==> src/rtl/rggen_register_access_defines.sv <==
//------------------------------------------------------------------------------
// Module   : rggen_register_access_defines (package)
// Purpose  : Shared encodings for the register-access initiator:
//            command kinds, response status codes and FSM states.
// Revision : 1.0 - initial release
//------------------------------------------------------------------------------
`default_nettype none

package rggen_register_access_defines;

    // Command kinds presented on i_cmd_kind
    localparam logic [1:0] c_kind_read     = 2'b00;
    localparam logic [1:0] c_kind_write    = 2'b01;
    localparam logic [1:0] c_kind_rmw      = 2'b10;
    localparam logic [1:0] c_kind_reserved = 2'b11;

    // Status codes, shared by the access bus and the response port
    localparam logic [1:0] c_status_ok           = 2'b00;
    localparam logic [1:0] c_status_reserved     = 2'b01;
    localparam logic [1:0] c_status_slave_error  = 2'b10;
    localparam logic [1:0] c_status_timeout      = 2'b11;

    // Initiator FSM states
    localparam logic [1:0] c_state_idle  = 2'b00;
    localparam logic [1:0] c_state_read  = 2'b01;
    localparam logic [1:0] c_state_write = 2'b10;
    localparam logic [1:0] c_state_resp  = 2'b11;

endpackage

`default_nettype wire

==> src/rtl/rggen_access_timeout_counter.sv <==
//------------------------------------------------------------------------------
// Module   : rggen_access_timeout_counter
// Purpose  : Wait-cycle counter for one access phase. Clears on i_clear,
//            counts on i_enable, and flags the cycle in which the count
//            reaches TIMEOUT_CYCLES.
// Ports    : i_clk, i_rst_n    - clock, asynchronous active-low reset
//            i_clear           - return the count to zero
//            i_enable          - one more cycle spent waiting
//            o_terminal        - this waiting cycle is the last one allowed
// Revision : 1.0 - initial release
//------------------------------------------------------------------------------
`default_nettype none

module rggen_access_timeout_counter #(
    parameter int TIMEOUT_CYCLES = 16,
    parameter int TIMEOUT_WIDTH  = 8
) (
    input  logic i_clk,
    input  logic i_rst_n,
    input  logic i_clear,
    input  logic i_enable,
    output logic o_terminal
);

    logic [TIMEOUT_WIDTH-1:0] r_count;

    always_ff @(posedge i_clk or negedge i_rst_n) begin
        if (!i_rst_n) begin
            r_count <= '0;
        end else if (i_clear) begin
            r_count <= '0;
        end else if (i_enable) begin
            r_count <= r_count + 1'b1;
        end
    end

    generate
        if (TIMEOUT_CYCLES == 0) begin : g_disabled
            assign o_terminal = 1'b0;
        end else begin : g_enabled
            // The count reaches TIMEOUT_CYCLES at the end of the waiting
            // cycle that starts at TIMEOUT_CYCLES-1, so that is the cycle
            // on which the abort decision is made.
            localparam logic [TIMEOUT_WIDTH-1:0] c_last =
                TIMEOUT_WIDTH'(TIMEOUT_CYCLES - 1);
            assign o_terminal = i_enable && (r_count == c_last);
        end
    endgenerate

endmodule

`default_nettype wire

==> src/rtl/rggen_register_access_initiator.sv <==
//------------------------------------------------------------------------------
// Module   : rggen_register_access_initiator
// Purpose  : Requester side of the register access bus. Takes read, write
//            and read-modify-write commands, runs the access phases with a
//            per-phase timeout and returns status plus read data.
// Ports    : i_clk, i_rst_n         - clock, asynchronous active-low reset
//            i_cmd_* / o_cmd_ready  - command port (valid/ready)
//            o_access_* / i_access_* - register access bus
//            o_rsp_* / i_rsp_ready  - response port (valid/ready)
// Revision : 1.0 - initial release
//------------------------------------------------------------------------------
`default_nettype none

module rggen_register_access_initiator
    import rggen_register_access_defines::*;
#(
    parameter int ADDRESS_WIDTH  = 16,
    parameter int DATA_WIDTH     = 32,
    parameter int TIMEOUT_CYCLES = 16,
    parameter int TIMEOUT_WIDTH  = 8
) (
    input  logic                     i_clk,
    input  logic                     i_rst_n,
    input  logic                     i_cmd_valid,
    output logic                     o_cmd_ready,
    input  logic [1:0]               i_cmd_kind,
    input  logic [ADDRESS_WIDTH-1:0] i_cmd_address,
    input  logic [DATA_WIDTH-1:0]    i_cmd_write_data,
    input  logic [DATA_WIDTH-1:0]    i_cmd_mask,
    output logic                     o_access_valid,
    output logic                     o_access_write,
    output logic [ADDRESS_WIDTH-1:0] o_access_address,
    output logic [DATA_WIDTH-1:0]    o_access_write_data,
    output logic [DATA_WIDTH-1:0]    o_access_mask,
    input  logic                     i_access_ready,
    input  logic [1:0]               i_access_status,
    input  logic [DATA_WIDTH-1:0]    i_access_read_data,
    output logic                     o_rsp_valid,
    input  logic                     i_rsp_ready,
    output logic [1:0]               o_rsp_status,
    output logic [DATA_WIDTH-1:0]    o_rsp_read_data
);

    logic [1:0]               r_state;
    logic                     r_rmw;
    logic [DATA_WIDTH-1:0]    r_write_data;
    logic [DATA_WIDTH-1:0]    r_mask;
    logic [DATA_WIDTH-1:0]    r_read_data;

    logic                     r_access_valid;
    logic                     r_access_write;
    logic [ADDRESS_WIDTH-1:0] r_access_address;
    logic [DATA_WIDTH-1:0]    r_access_write_data;
    logic [DATA_WIDTH-1:0]    r_access_mask;

    logic                     r_rsp_valid;
    logic [1:0]               r_rsp_status;
    logic [DATA_WIDTH-1:0]    r_rsp_read_data;

    logic                     w_complete;
    logic                     w_waiting;
    logic                     w_timeout;
    logic [DATA_WIDTH-1:0]    w_merged_data;

    assign w_complete = r_access_valid && i_access_ready;
    assign w_waiting  = r_access_valid && !i_access_ready;

    // Bits selected by the mask take the command data, the rest keep the
    // value just read.
    assign w_merged_data = (i_access_read_data & ~r_mask) | (r_write_data & r_mask);

    // Any cycle without a pending access, or a completing one, starts the
    // next phase with a fresh count.
    rggen_access_timeout_counter #(
        .TIMEOUT_CYCLES (TIMEOUT_CYCLES),
        .TIMEOUT_WIDTH  (TIMEOUT_WIDTH)
    ) u_timeout (
        .i_clk      (i_clk),
        .i_rst_n    (i_rst_n),
        .i_clear    (!w_waiting),
        .i_enable   (w_waiting),
        .o_terminal (w_timeout)
    );

    always_ff @(posedge i_clk or negedge i_rst_n) begin
        if (!i_rst_n) begin
            r_state             <= c_state_idle;
            r_rmw               <= 1'b0;
            r_write_data        <= '0;
            r_mask              <= '0;
            r_read_data         <= '0;
            r_access_valid      <= 1'b0;
            r_access_write      <= 1'b0;
            r_access_address    <= '0;
            r_access_write_data <= '0;
            r_access_mask       <= '0;
            r_rsp_valid         <= 1'b0;
            r_rsp_status        <= c_status_ok;
            r_rsp_read_data     <= '0;
        end else begin
            case (r_state)
                c_state_idle: begin
                    if (i_cmd_valid) begin
                        r_rmw        <= (i_cmd_kind == c_kind_rmw);
                        r_write_data <= i_cmd_write_data;
                        r_mask       <= i_cmd_mask;
                        r_read_data  <= '0;
                        case (i_cmd_kind)
                            c_kind_read, c_kind_rmw: begin
                                r_state             <= c_state_read;
                                r_access_valid      <= 1'b1;
                                r_access_write      <= 1'b0;
                                r_access_address    <= i_cmd_address;
                                r_access_write_data <= '0;
                                r_access_mask       <= i_cmd_mask;
                            end
                            c_kind_write: begin
                                r_state             <= c_state_write;
                                r_access_valid      <= 1'b1;
                                r_access_write      <= 1'b1;
                                r_access_address    <= i_cmd_address;
                                r_access_write_data <= i_cmd_write_data;
                                r_access_mask       <= i_cmd_mask;
                            end
                            default: begin
                                // Reserved kind: answer at once, no bus traffic
                                r_state         <= c_state_resp;
                                r_rsp_valid     <= 1'b1;
                                r_rsp_status    <= c_status_timeout;
                                r_rsp_read_data <= '0;
                            end
                        endcase
                    end
                end

                c_state_read: begin
                    if (w_complete) begin
                        r_read_data <= i_access_read_data;
                        if (r_rmw && (i_access_status == c_status_ok)) begin
                            // Write phase follows back to back; valid stays up
                            r_state             <= c_state_write;
                            r_access_write      <= 1'b1;
                            r_access_write_data <= w_merged_data;
                            r_access_mask       <= '1;
                        end else begin
                            r_state             <= c_state_resp;
                            r_access_valid      <= 1'b0;
                            r_access_address    <= '0;
                            r_access_mask       <= '0;
                            r_rsp_valid         <= 1'b1;
                            r_rsp_status        <= i_access_status;
                            r_rsp_read_data     <= i_access_read_data;
                        end
                    end else if (w_timeout) begin
                        r_state          <= c_state_resp;
                        r_access_valid   <= 1'b0;
                        r_access_address <= '0;
                        r_access_mask    <= '0;
                        r_rsp_valid      <= 1'b1;
                        r_rsp_status     <= c_status_timeout;
                        r_rsp_read_data  <= '0;
                    end
                end

                c_state_write: begin
                    if (w_complete || w_timeout) begin
                        r_state             <= c_state_resp;
                        r_access_valid      <= 1'b0;
                        r_access_write      <= 1'b0;
                        r_access_address    <= '0;
                        r_access_write_data <= '0;
                        r_access_mask       <= '0;
                        r_rsp_valid         <= 1'b1;
                        if (w_complete) begin
                            r_rsp_status    <= i_access_status;
                            r_rsp_read_data <= r_rmw ? r_read_data : '0;
                        end else begin
                            r_rsp_status    <= c_status_timeout;
                            r_rsp_read_data <= '0;
                        end
                    end
                end

                c_state_resp: begin
                    if (i_rsp_ready) begin
                        r_state         <= c_state_idle;
                        r_rsp_valid     <= 1'b0;
                        r_rsp_status    <= c_status_ok;
                        r_rsp_read_data <= '0;
                    end
                end

                default: begin
                    r_state <= c_state_idle;
                end
            endcase
        end
    end

    assign o_cmd_ready         = (r_state == c_state_idle);
    assign o_access_valid      = r_access_valid;
    assign o_access_write      = r_access_write;
    assign o_access_address    = r_access_address;
    assign o_access_write_data = r_access_write_data;
    assign o_access_mask       = r_access_mask;
    assign o_rsp_valid         = r_rsp_valid;
    assign o_rsp_status        = r_rsp_status;
    assign o_rsp_read_data     = r_rsp_read_data;

endmodule

`default_nettype wire

==> config.mk <==
export PLATFORM = sky130hd
export DESIGN_NAME = rggen_register_access_initiator
export DESIGN_NICKNAME = d
export VERILOG_FILES = /design/src/rtl/rggen_register_access_defines.sv /design/src/rtl/rggen_access_timeout_counter.sv /design/src/rtl/rggen_register_access_initiator.sv
export SDC_FILE = /design/constraint.sdc
export NUM_CORES = 1
export LEC_CHECK = 0
export ABC_AREA = 1
export ABC_CLOCK_PERIOD_IN_PS = 1700
export CORE_MARGIN = 3
export CORE_UTILIZATION = 42
export CTS_CLUSTER_SIZE = 10
export DETAILED_ROUTE_END_ITERATION = 8
export GPL_ROUTABILITY_DRIVEN = 0
export PLACE_DENSITY = 0.73
export SETUP_SLACK_MARGIN = 0.4
export SLEW_MARGIN = 25
export SYNTH_ARGS = -nofsm -noshare
export SYNTH_HDL_FRONTEND = slang
export SYNTH_SLANG_ARGS = --single-unit
==> constraint.sdc <==
create_clock -name i_clk -period 1.7 [get_ports i_clk]
set_input_delay 0.34 -clock i_clk [delete_from_list [all_inputs] [get_ports i_clk]]
set_output_delay 0.34 -clock i_clk [all_outputs]
set_load 0.02 [all_outputs]
# After elaboration in Yosys (flattened, before gate mapping)
# Cells that the tools add are included.
# word_totals
ram_bits	0
output_inout_bits	118
register_bits	224
latch_bits	0
romBits	0
memories	0
word_cells	122
# classes
n_eq_ne	16
n_div	0
n_shift	0
addsub	1
reduce_logical	20
order_cmp	0
bitwise_logic	4
mux	67
mul	0
# op_table
op	n
$mux 32	19
$pmux 32 s3	2
$pmux 32 s2	2
$pmux 32 s4	1
$mux 16	6
$and 32x32->32	2
$pmux 16 s3	1
$not 32->32	1
$or 32x32->32	1
$mux 2	11
$reduce_and 6->1	3
$mux 1	17
$pmux 2 s4	2
$ne 2x2->1 const B	7
$add 8x1->8 const B	1
$eq 8x4->1 const B	1
$mux 8	1
$eq 2x2->1 const B	3
$logic_not 2->1	3
$ne 3x3->1 const B	2
$pmux 1 s3	2
$reduce_and 5->1	1
$eq 2x1->1 const B	2
$logic_and 1x1->1	4
other kinds (13)	13

# Longest topological paths before layout
# Gate-level depths: netlist (run 1).
# depth
ltp_word	6
mapped_depth	10

# Modules after synthesis
# From an unflattened synthesis (run 1), not the netlist that was laid out.
# unflattened
cells_unflattened	1361
hier_area_um2	10652.7
# by_module_without_submodules
module	area_each_um2	cells_per_inst	instances
rggen_register_access_initiator	10223.6	1305	1
rggen_access_timeout_counter	429.2	56	1

# Least setup slack after synthesis (run 1)
# Ideal clock, no wire load.
# synth_path
path_type	reg2reg
from	reg r_state[0]
to	reg r_access_address[10], in the netlist o_access_address[10]
n_path_buf	2
setup_time_ns	0.117
period_less_slack_ns	1.875
t_required_ns	1.583
arrival_time_ns	1.758
slack_ns	-0.175
path_stages_with_launch	11
path_cell_list	dfrtp_1 -> inv_1 -> ha_1 -> buf_6 -> nand2_1 -> inv_1 -> nor3_4 -> nand2_4 -> buf_6 -> nand2_1 -> nand2_1
# synth_via
elab_chain_len	3
word_cells_on_any_way	11
cone_classes	eq/ne: 7; mux: 1; reduce/logical: 3
# synth_rtl
item	line_no	rtl
start: declaration	rggen_register_access_initiator.sv:44	logic [1:0] r_state;
start signal: assignment	rggen_register_access_initiator.sv:87	r_state <= c_state_idle;
start signal: assignment	rggen_register_access_initiator.sv:110	r_state <= c_state_read;
start signal: assignment	rggen_register_access_initiator.sv:118	r_state <= c_state_write;
$logic_not 2->1 *	-	
net o_cmd_ready	rggen_register_access_initiator.sv:25	output logic o_cmd_ready,
$ne 2x2->1 (no line) / $reduce_bool 3->1 (equally long branches)	-	
$reduce_and 6->1 (no line)	-	
end signal: assignment	rggen_register_access_initiator.sv:113	r_access_address <= i_cmd_address;
end signal: assignment	rggen_register_access_initiator.sv:121	r_access_address <= i_cmd_address;
end: declaration	rggen_register_access_initiator.sv:52	logic [ADDRESS_WIDTH-1:0] r_access_address;
# The timed path passes the listed nets; every way through them passes the cells marked *.
# A chain may end at the register's enable or synchronous reset.

# Worst setup path in the final report (run 1)
# layout_path
from	reg r_state[0]
to	reg r_rsp_read_data[24], in the netlist o_rsp_read_data[24]
# layout_via
elab_chain_len	3
word_cells_on_any_way	12
cone_classes	eq/ne: 9; mux: 1; reduce/logical: 2
# layout_rtl
item	line_no	rtl
$eq 2x1->1, or another cell as far along	rggen_register_access_initiator.sv:101	case (r_state)
$ne 3x3->1 (no line) / $ne 2x2->1 (equally long branches)	-	
$reduce_and 6->1 (no line)	-	
end signal: assignment	rggen_register_access_initiator.sv:152	r_rsp_read_data <= i_access_read_data;
end signal: assignment	rggen_register_access_initiator.sv:176	r_rsp_read_data <= r_rmw ? r_read_data : '0;
end: declaration	rggen_register_access_initiator.sv:58	logic [DATA_WIDTH-1:0] r_rsp_read_data;
# Several ways; a longest one is shown, not always the timed one.

==> results.tsv, run 1 <==
stage	metric	value	unit
critical_path	r2r_setup_slack	-0.05	ns
cells_and_area	utilization	68.9	%
critical_path	rr_worst_depth	9	
power	irDropWorstVdd	0.00113	V
timing	clock_skew	0.00765	ns
status	violations	negative setup slack	
timing	rsz0062_at_grt	yes	
floorplan	fp.dieH	164	um
global_route	grt_pass1_vias	10000	
cts	cts_made_buffers	26	
global_route	grt-ovfl-total	0	
synth	synth.mux.area_fraction	0	%
global_route	antenna_found_initial	1	
cts	htreeDepth	1	
synth	synth_compound_area_share	13.4	%
status	status	complete, but fails checks	
critical_path	cp.arrival	2.21	ns
critical_path	start_kind	flip-flop	
global_route	grt_use_total	24.3	%
timing	fin_hold_ws	0.352	ns
timing	tightest_slew	0.444	ns
critical_path	path_max_fanout	16	
power	power_leakage	8.28	nW
placed_design	portBuffers	238	
synth	ys_warn_count	0	
detailed_routing	dr.first_iter.drc_count	844	
synth	ys_ff_latch	224	
floorplan	core_area	24500	um2
detailed_routing	wl	37.8	mm
cts	cts.clk_slew.worst_paths	0.05	ns
global_route	grt_max_degree	51	
floorplan	start_util	43.0	%
detailed_routing	vias_per_cell	5.39	
timing	drv_slew	0	
synth	synth_top_family_by_area	simple AND/OR/NAND/NOR gates	
timing	hold_violations	0	
power	powerDensity	2020	nW/um2
synth	syn_area_per_cell	8.17	um2
synth	synth.cell_area	10500	um2
placed_design	place_hpwl	22.4	mm
critical_path	cp.required	2.15	ns
timing	relSlewSlack	70.4	%
detailed_routing	vias	10600	
cells_and_area	drive_gt1_share	30.8	%
cells_and_area	final_cell_mix	nand2_1, dfrtp_1, buf_6	
detailed_routing	firstDrtPassIters	5	
critical_path	r2r-end	o_rsp_read_data[24]$_DFFE_PN0P_	
timing	fin_ws	-0.0540	ns
cts	cts.sinks	224	
synth	yosysUniqueCellTypes	30	
critical_path	reg2reg_from	r_state[0]$_DFFE_PN0P_	
cells_and_area	final_common_cell	nand2_1	
synth	synthArstFlopShare	100	%
detailed_routing	detail_route.wl_per_cell	19.3	um
run	cap_violations	0	
worst_hold_path	worstHoldPathType	in -> async	
critical_path	crit_type	reg -> reg	
timing	layout_min_cycle_time	1.75	ns
synth	yosysSeqAreaShare	53.1	%
floorplan	pin_count	239	
synth	syn_nets	1418	
synth	synthTopCellsByArea	dfrtp_1, nand2_1, o21ai_0, inv_1, nand3_1	
critical_path	crit_path_end_kind	flip-flop	
synth	synth-xor-area-share	0	%
placed_design	post-place-ws	-0.347	ns
cts	clk_latency	0.52	ns
synth	netlist.area_leader.share	53.1	%
cells_and_area	nets	1759	
synth	synth-simple-area-share	24.6	%
floorplan	dieArea	27100	um2
detailed_routing	route.detailed.drc	0	
floorplan	die_x	164	um
cells_and_area	syn_to_final_growth	60.2	%
detailed_routing	drt.antenna.violating_nets	0	
cts	cts_tree	yes	
synth	synth_adder_area_share	0.712	%
timing	max_freq	570	MHz
floorplan	std_cell_rows	57	
timing	finalSetupViolations	55	
synth	syn_inst	1291	
synth	yosys_most_used_dff	dfrtp_1	
cts	cts-root-buf	clkbuf_16	
cts	cts_buffer_depth	3	
synth	synth_edf_count	0	
synth	yosys.area.top_type	dfrtp_1	
timing	post-route-period-util	103	%
global_route	grt_pass1_wl	52.8	mm
-- per-stage QoR --
step / setup TNS, ns / instance area [um2] / power (W) / cells
2_1_floorplan: -0.00792 / 10700 / 0.0171 / 1291
3_3_place_gp: -36.64 / 13800 / 0.0219 / 1830
3_5_place_dp: -44.31 / 13800 / 0.0223 / 1830
4_1_cts: -0.0114 / 15500 / 0.0296 / 1914
5_1_grt: -6.26 / 16900 / 0.0360 / 1959
6_report: -0.761 / 16900 / 0.0341 / 1961
-- logic make-up after synthesis --
kind of cell	Yosys count
AND/OR/NAND/NOR	604
AO/OA/AOI/OAI	259
flip-flops	224
buffers and inverters	198
adder cells (fa/ha/maj)	6
-- cell type report --
type	count	area [um2]
well taps	324	405
flip-flops and latches	224	5610
multi-input cells	873	4980
clock buffers	31	711
diodes	2	5.00
inverters	118	453
repair buffers	389	4730
fillers	1853	7640
-- worst max-delay path by stage --
stage                                    from                                to  cells after the start
4_1_cts                r_state[0]$_DFFE_PN0P_                       o_cmd_ready                      3
3_3_place_gp                   i_access_ready   o_access_address[1]$_DFFE_PN0P_                      8
6_report               r_state[0]$_DFFE_PN0P_   o_rsp_read_data[24]$_DFFE_PN0P_                      9
5_1_grt        u_timeout.r_count[1]$_DFF_PN0_   o_rsp_read_data[23]$_DFFE_PN0P_                     10
2_1_floorplan          r_state[0]$_DFFE_PN0P_  o_access_address[10]$_DFFE_PN0P_                     10
3_5_place_dp                   i_access_ready   o_access_address[3]$_DFFE_PN0P_                      8
-- layer usage --
metal | wire length (um) | vias up | GRT usage [%]
met5 | 13 | - | 0
met4 | 1260 | 2 | 7.05
met3 | 3080 | 95 | 5.37
met2 | 18600 | 485 | 39.9
met1 | 14800 | 5109 | 32.4
li1 | - | 4870 | -
-- cells in the mapped netlist, types with 8 or more instances --
master	instances
a21oi_1	54
o21ai_0	149
o21a_1	33
nand4_1	35
nor2_1	35
nand3_1	73
clkbuf_1	30
inv_1	114
nand2_1	433
buf_2	35
o22ai_1	17
dfrtp_1	224
nand3b_1	16
buf_6	8
-- worst max-delay path, cell delays in order (launching register included) --
cell and delay, ns:
dfrtp_2 0.42, inv_4 0.06, ha_4 0.33, inv_4 0.06, nor2_4 0.12, inv_2 0.10
buf_12 0.16, a21oi_1 0.19, nand4_1 0.14, nand2_1 0.09
-- sequential cells by signal, indices dropped and copies added (netlist names) --
signal / count
r_write_data: 32
r_state: 2
r_mask: 32
o_access_address: 16
o_access_mask: 32
r_rmw: 1
o_access_write_data: 32
o_rsp_status: 2
u_timeout.r_count: 8
o_rsp_read_data: 32
o_access_valid: 1
o_rsp_valid: 1
r_read_data: 32
o_access_write: 1
-- power by group --
group,internal (W),total [W],switching (W),leakage (nW)
Clock,0.00288,0.00494,0.00206,0.349
Sequential,0.00738,0.00908,0.00170,2.89
Combinational,0.00963,0.0201,0.0104,5.04
Total,0.0199,0.0341,0.0142,8.28
-- what timing repair did --
| item | in CTS | in global routing |
|---|---|---|
| hold buffers | 1 | 0 |
| endpoints found under the hold margin | 43 | 0 |
| gates cloned | 3 | 31 |
| pin swaps | 48 | 28 |
| resized for setup | 808 | 237 |
| setup endpoints to repair | 334 | 335 |
| setup buffers | 49 | 14 |
Note: power is estimated with default switching activity, not from simulation.
==> run 2: changes to the inputs <==
==> constraint.sdc (replaced) <==
create_clock -name i_clk -period 1.7 [get_ports i_clk]
set_input_delay 0.34 -clock i_clk [delete_from_list [all_inputs] [get_ports i_clk]]
set_output_delay 0.34 -clock i_clk [all_outputs]
set_load 0.1 [all_outputs]
==> results.tsv, run 2 (synthesis gave the netlist of run 1 again) <==
stage	metric	value	unit
cts	cts.clk_slew.worst_paths	0.06	ns
timing	fin_tns_setup	-14.58	ns
detailed_routing	vias	11000	
global_route	antenna_found_initial	1	
timing	drv_slew	0	
critical_path	cpLargestDelayFamily	buffers and inverters	
placed_design	place_hpwl	23.2	mm
status	status	complete, but fails checks	
cts	cts.sinks	224	
cts	cts_tree	yes	
timing	hold_violations	0	
floorplan	die_x	164	um
cts	cts-root-buf	clkbuf_16	
cells_and_area	final_cell_count_no_fill	1933	
cts	cts_made_buffers	26	
global_route	grt-ovfl-total	0	
critical_path	cp.depth	11	
cells_and_area	final_cell_mix	nand2_1, dfrtp_1, buf_12	
run	cap_violations	0	
power	power_leakage	8.58	nW
worst_hold_path	worstHoldPathType	in -> async	
cells_and_area	drive_gt1_share	29.9	%
timing	relSlewSlack	74.5	%
global_route	grt_pass1_wl	55.4	mm
timing	finalSetupViolations	152	
power	finalPower	0.0428	W
critical_path	r2r-end	o_access_mask[6]$_DFFE_PN0P_	
global_route	grt_pass1_vias	10100	
cts	clk_latency	0.54	ns
detailed_routing	detail_route.wl_per_cell	22.4	um
detailed_routing	drt.antenna.violating_nets	0	
critical_path	crit_path_end_kind	flip-flop	
detailed_routing	vias_per_cell	5.71	
critical_path	cp.buffers_inverters	6	
critical_path	worstSetupStartpoint	r_state[0]$_DFFE_PN0P_	
floorplan	start_util	43.0	%
detailed_routing	wl	43.2	mm
floorplan	dieArea	27100	um2
detailed_routing	dr.first_iter.drc_count	1039	
critical_path	path_max_fanout	8	
power	irDropWorstVdd	0.00145	V
critical_path	reg2reg_from	r_state[0]$_DFFE_PN0P_	
timing	fin_hold_ws	0.311	ns
critical_path	crit_type	reg -> reg	
timing	clock_skew	0.0270	ns
timing	fin_ws	-0.172	ns
floorplan	fp.dieH	164	um
critical_path	critical-path-slowest-cell	dfrtp_2	
global_route	grt_max_degree	61	
power	powerDensity	2370	nW/um2
floorplan	core_area	24500	um2
cts	htreeDepth	1	
critical_path	cp.required	2.10	ns
timing	max_freq	534	MHz
critical_path	r2r_setup_slack	-0.17	ns
cells_and_area	syn_to_final_growth	70.8	%
cts	cts_buffer_depth	3	
floorplan	std_cell_rows	57	
critical_path	cp.arrival	2.28	ns
placed_design	portBuffers	238	
timing	rsz0062_at_grt	yes	
cells_and_area	fill_cells	1575	
cells_and_area	utilization	73.5	%
detailed_routing	route.detailed.drc	0	
critical_path	cpPeakStageDelay	0.43	ns
critical_path	critPathMostFrequentCell	buf_12	
timing	tightest_slew	0.383	ns
placed_design	dp_cells	1824	
critical_path	worstPathCellList	inv_2 -> buf_4 -> ha_4 -> o21a_4 -> nand2_8 -> buf_12 -> buf_6 -> buf_12 -> buf_12 -> nand3_1 -> nand2_1	
timing	layout_min_cycle_time	1.87	ns
status	violations	negative setup slack	
cells_and_area	final_common_cell	nand2_1	
global_route	grt_use_total	26.0	%
critical_path	start_kind	flip-flop	
timing	post-route-period-util	110	%
critical_path	rr_worst_depth	11	
floorplan	pin_count	239	
cells_and_area	nets	1732	
detailed_routing	firstDrtPassIters	6	
==> run 2: changes by cell type in the layout (fill, tap and decap cells not counted), sizes merged <==
cell | before | now
buf | 248 | 220
clkinv | 0 | 2
diode | 2 | 1
nand2 | 441 | 440
==> run 2: worst reg2reg max path, delay by kind of cell, from the launching register on <==
family	cells	cell delay [ns]
and+or+nand+nor	3	0.21
AOI/OAI and AO/OA	1	0.19
adders and majority gates	1	0.16
DFF	1	0.43
buffers and inverters	6	0.73
==> run 2: how the worst max path moves through the flow <==
| stage | endpoint | slack [ns] |
|---|---|---|
| after detailed placement | o_access_address[14]$_DFFE_PN0P_ | -0.33 |
| after floorplan | o_access_address[10]$_DFFE_PN0P_ | -0.14 |
| after CTS | o_cmd_ready | -0.08 |
| final | o_access_mask[6]$_DFFE_PN0P_ | -0.17 |
| after global routing | o_access_write_data[16]$_DFFE_PN0P_ | -0.21 |
| after global placement | o_access_address[4]$_DFFE_PN0P_ | -0.29 |
==> run 2: per-layer routing <==
layer | up-vias | track usage (%) | wire length (um)
met5 | - | 0 | 0
met4 | 0 | 8.69 | 2230
met3 | 175 | 6.12 | 4120
met2 | 661 | 42.7 | 21200
met1 | 5378 | 34.0 | 15700
li1 | 4825 | - | -
==> run 2: timing repair <==
item                                    in CTS  in global routing
pin swaps                                    8                 96
endpoints found under the setup margin     334                336
setup buffers                               18                 14
cloned                                      11                 33
hold buffers                                 1                  0
gates resized for setup                     54                285
hold endpoints to repair                    37                  0
==> run 2: area by class of cell <==
| cell class | instances | area [um2] | area share [%] |
|---|---|---|---|
| inverters | 118 | 448 | 2.49 |
| diodes | 1 | 2.50 | 0.0139 |
| well taps | 324 | 405 | 2.25 |
| multi-input cells | 872 | 5090 | 28.3 |
| clock inverters | 2 | 21.3 | 0.118 |
| flip-flops and latches | 224 | 5610 | 31.1 |
| clock buffers | 29 | 672 | 3.73 |
| repair buffers | 363 | 5770 | 32.0 |
==> run 2: stage by stage <==
stage | area [um2] | setup slack (ns)
2_1_floorplan | 10700 | -0.143
3_3_place_gp | 14900 | -0.287
3_5_place_dp | 14900 | -0.332
4_1_cts | 16300 | -0.0817
5_1_grt | 18000 | -0.209
6_report | 18000 | -0.172
==> run 2: where the power goes <==
part / switching [W] / internal (W)
sequential: 0.00194 / 0.00737
clock: 0.00213 / 0.00275
combinational: 0.0166 / 0.0120
==> run 3: changes to the inputs <==
--- a/config.mk
+++ b/config.mk
@@ -5,14 +5,14 @@
 export SDC_FILE = /design/constraint.sdc
 export NUM_CORES = 1
 export LEC_CHECK = 0
-export ABC_AREA = 1
+export ABC_AREA = 0
 export ABC_CLOCK_PERIOD_IN_PS = 1700
 export CORE_MARGIN = 3
 export CORE_UTILIZATION = 42
 export CTS_CLUSTER_SIZE = 10
 export DETAILED_ROUTE_END_ITERATION = 8
 export GPL_ROUTABILITY_DRIVEN = 0
-export PLACE_DENSITY = 0.73
+export PLACE_DENSITY = 0.74
 export SETUP_SLACK_MARGIN = 0.4
 export SLEW_MARGIN = 25
 export SYNTH_ARGS = -nofsm -noshare
==> results.tsv, run 3 <==
stage	metric	value	unit
status	status	complete, but fails checks	
status	violations	negative setup slack	
global_route	grt_use_total	27.5	%
cts	cts.clk_slew.worst_paths	0.06	ns
cells_and_area	nets	1385	
synth	synth-simple-area-share	10.4	%
critical_path	start_kind	flip-flop	
global_route	grt-ovfl-total	0	
cells_and_area	drive_gt1_share	45.9	%
detailed_routing	detail_route.wl_per_cell	25.4	um
synth	synth_top_family_by_area	multiplexers	
floorplan	core_area	23100	um2
detailed_routing	vias_per_cell	5.67	
synth	yosys.area.top_type	dfrtp_1	
cells_and_area	finalInstanceArea	17800	um2
timing	fin_ws	-0.510	ns
cells_and_area	antenna_cells	0	
critical_path	crit_type	reg -> reg	
synth	yosysMostFrequentCell	dfrtp_1	
timing	fin_hold_ws	0.298	ns
timing	post-route-period-util	130	%
timing	rsz0062_at_grt	yes	
synth	syn_inst	881	
synth	syn_nets	1008	
critical_path	cpLargestDelayFamily	simple AND/OR/NAND/NOR gates	
floorplan	fp.dieH	160	um
synth	ys_ff_latch	224	
floorplan	die_x	160	um
detailed_routing	firstDrtPassIters	6	
synth	netlist.area_leader.share	56.0	%
critical_path	worstPathCellList	or4b_4 -> o21a_4 -> nor3b_4 -> buf_6 -> buf_12 -> mux2_2	
synth	yosys_most_used_dff	dfrtp_1	
global_route	grt_pass1_wl	55.4	mm
placed_design	portBuffers	238	
synth	yosysSeqAreaShare	56.0	%
synth	synth_edf_count	0	
floorplan	std_cell_rows	55	
cells_and_area	final_cell_mix	dfrtp_1, buf_12, clkdlybuf4s50_1	
global_route	antenna_found_initial	0	
cts	htreeDepth	1	
synth	synth_compound_area_share	9.66	%
cells_and_area	final_common_cell	dfrtp_1	
cts	cts.sinks	224	
floorplan	pin_count	239	
synth	synth.mux.area_fraction	19.9	%
synth	ys_warn_count	0	
placed_design	place_hpwl	21.1	mm
placed_design	placed_area	14400	um2
critical_path	critical-path-slowest-cell	or4b_4	
cts	cts_tree	yes	
synth	syn_area_per_cell	11.4	um2
timing	tightest_slew	0.409	ns
critical_path	cp.required	2.10	ns
critical_path	cp.buffers_inverters	2	
detailed_routing	drt.antenna.violating_nets	0	
floorplan	start_util	43.4	%
synth	synth_adder_area_share	0.750	%
critical_path	crit_path_end_kind	flip-flop	
cts	clk_latency	0.53	ns
timing	drv_slew	0	
cts	cts-root-buf	clkbuf_16	
detailed_routing	vias	8937	
worst_hold_path	worstHoldPathType	in -> async	
timing	max_freq	453	MHz
floorplan	dieArea	25700	um2
synth	yosysUniqueCellTypes	40	
synth	synth.cell_area	10000	um2
timing	layout_min_cycle_time	2.21	ns
synth	synth-xor-area-share	0.437	%
detailed_routing	route.detailed.drc	0	
cells_and_area	fill_cells	1276	
synth	synthArstFlopShare	100	%
timing	fin_tns_setup	-71.88	ns
timing	finalSetupViolations	217	
critical_path	cpPeakStageDelay	0.57	ns
detailed_routing	dr.first_iter.drc_count	667	
run	cap_violations	0	
cts	cts_buffer_depth	3	
critical_path	cp.arrival	2.61	ns
cells_and_area	syn_to_final_growth	78.1	%
timing	hold_violations	0	
global_route	grt_max_degree	53	
detailed_routing	wl	40.0	mm
timing	clock_skew	0.0110	ns
synth	synthTopCellsByArea	dfrtp_1, mux2_2, nand2_1, mux2i_1, o21ai_0	
global_route	grt_pass1_vias	9372	
critical_path	path_max_fanout	17	
synth	synth_common_cells	dfrtp_1, mux2_2, nand2_1	
cts	cts_made_buffers	26	
timing	relSlewSlack	72.5	%
run 3: kinds of logic (layout without fill, tap and decap cells):
family                     count (synthesis)  in the layout
AOI/OAI and AO/OA                        178            178
muxes                                    181            181
adders and majority gates                  6              6
DFF                                      224            224
xor gates and xnor gates                   5              5
and+or+nand+nor                          219            219
buffers and inverters                     68            449
run 3: area by class of cell:
type | count | area, um2 | share of cell area [%]
clock buffers | 30 | 666 | 3.73
well taps | 313 | 392 | 2.20
multi-input cells | 589 | 5210 | 29.2
clock inverters | 2 | 21.3 | 0.119
flip-flops and latches | 224 | 5610 | 31.5
repair buffers | 408 | 5900 | 33.1
inverters | 9 | 33.8 | 0.189
run 3: per-layer routing:
layer / up-vias / wire [um] / track usage, %
li1: 3807 / - / -
met3: 124 / 3140 / 7.71
met1: 4569 / 15400 / 33.9
met4: 0 / 1720 / 9.23
met2: 437 / 19700 / 46.8
met5: - / 0 / 0
run 3: metrics by stage:
step | std cells | util [%] | setup WS, ns
finish | 1575 | 77.4 | -0.510
floorplan | 881 | - | -0.651
global route | 1575 | 77.4 | -0.559
global placement | 1431 | 62.5 | -0.537
detailed placement | 1431 | 62.5 | -0.585
CTS | 1534 | 72.1 | -0.442
run 3: timing repair:
item,4_1_cts,5_1_grt
endpoints found under the hold margin,38,0
resized for setup,145,157
buffers inserted,49,34
cloned,21,7
pin swaps,12,8
hold buffers,1,0
setup endpoints to repair,334,336
run 3: path summary, 6_finish.rpt:
check                                               startpoint                              end  slack, ns  cells after the start
worst max register to register  u_timeout.r_count[5]$_DFF_PN0_  o_rsp_read_data[16]$_DFFE_PN0P_      -0.51                      6
worst min register to register      r_read_data[0]$_DFFE_PN0P_       r_read_data[0]$_DFFE_PN0P_       0.49                      2
worst min-delay path                                   i_rst_n    o_access_mask[28]$_DFFE_PN0P_       0.30                      2
max in group asynchronous                              i_rst_n     o_access_mask[5]$_DFFE_PN0P_       0.75                      3
min in group i_clk                               i_cmd_mask[7]     o_access_mask[7]$_DFFE_PN0P_       0.42                      3
worst max-delay path            u_timeout.r_count[5]$_DFF_PN0_  o_rsp_read_data[16]$_DFFE_PN0P_      -0.51                      6
Power of run 3 is left out: the tool's default activity adds up to more than one toggle a clock period on the data nets, which glitch-free logic cannot reach.
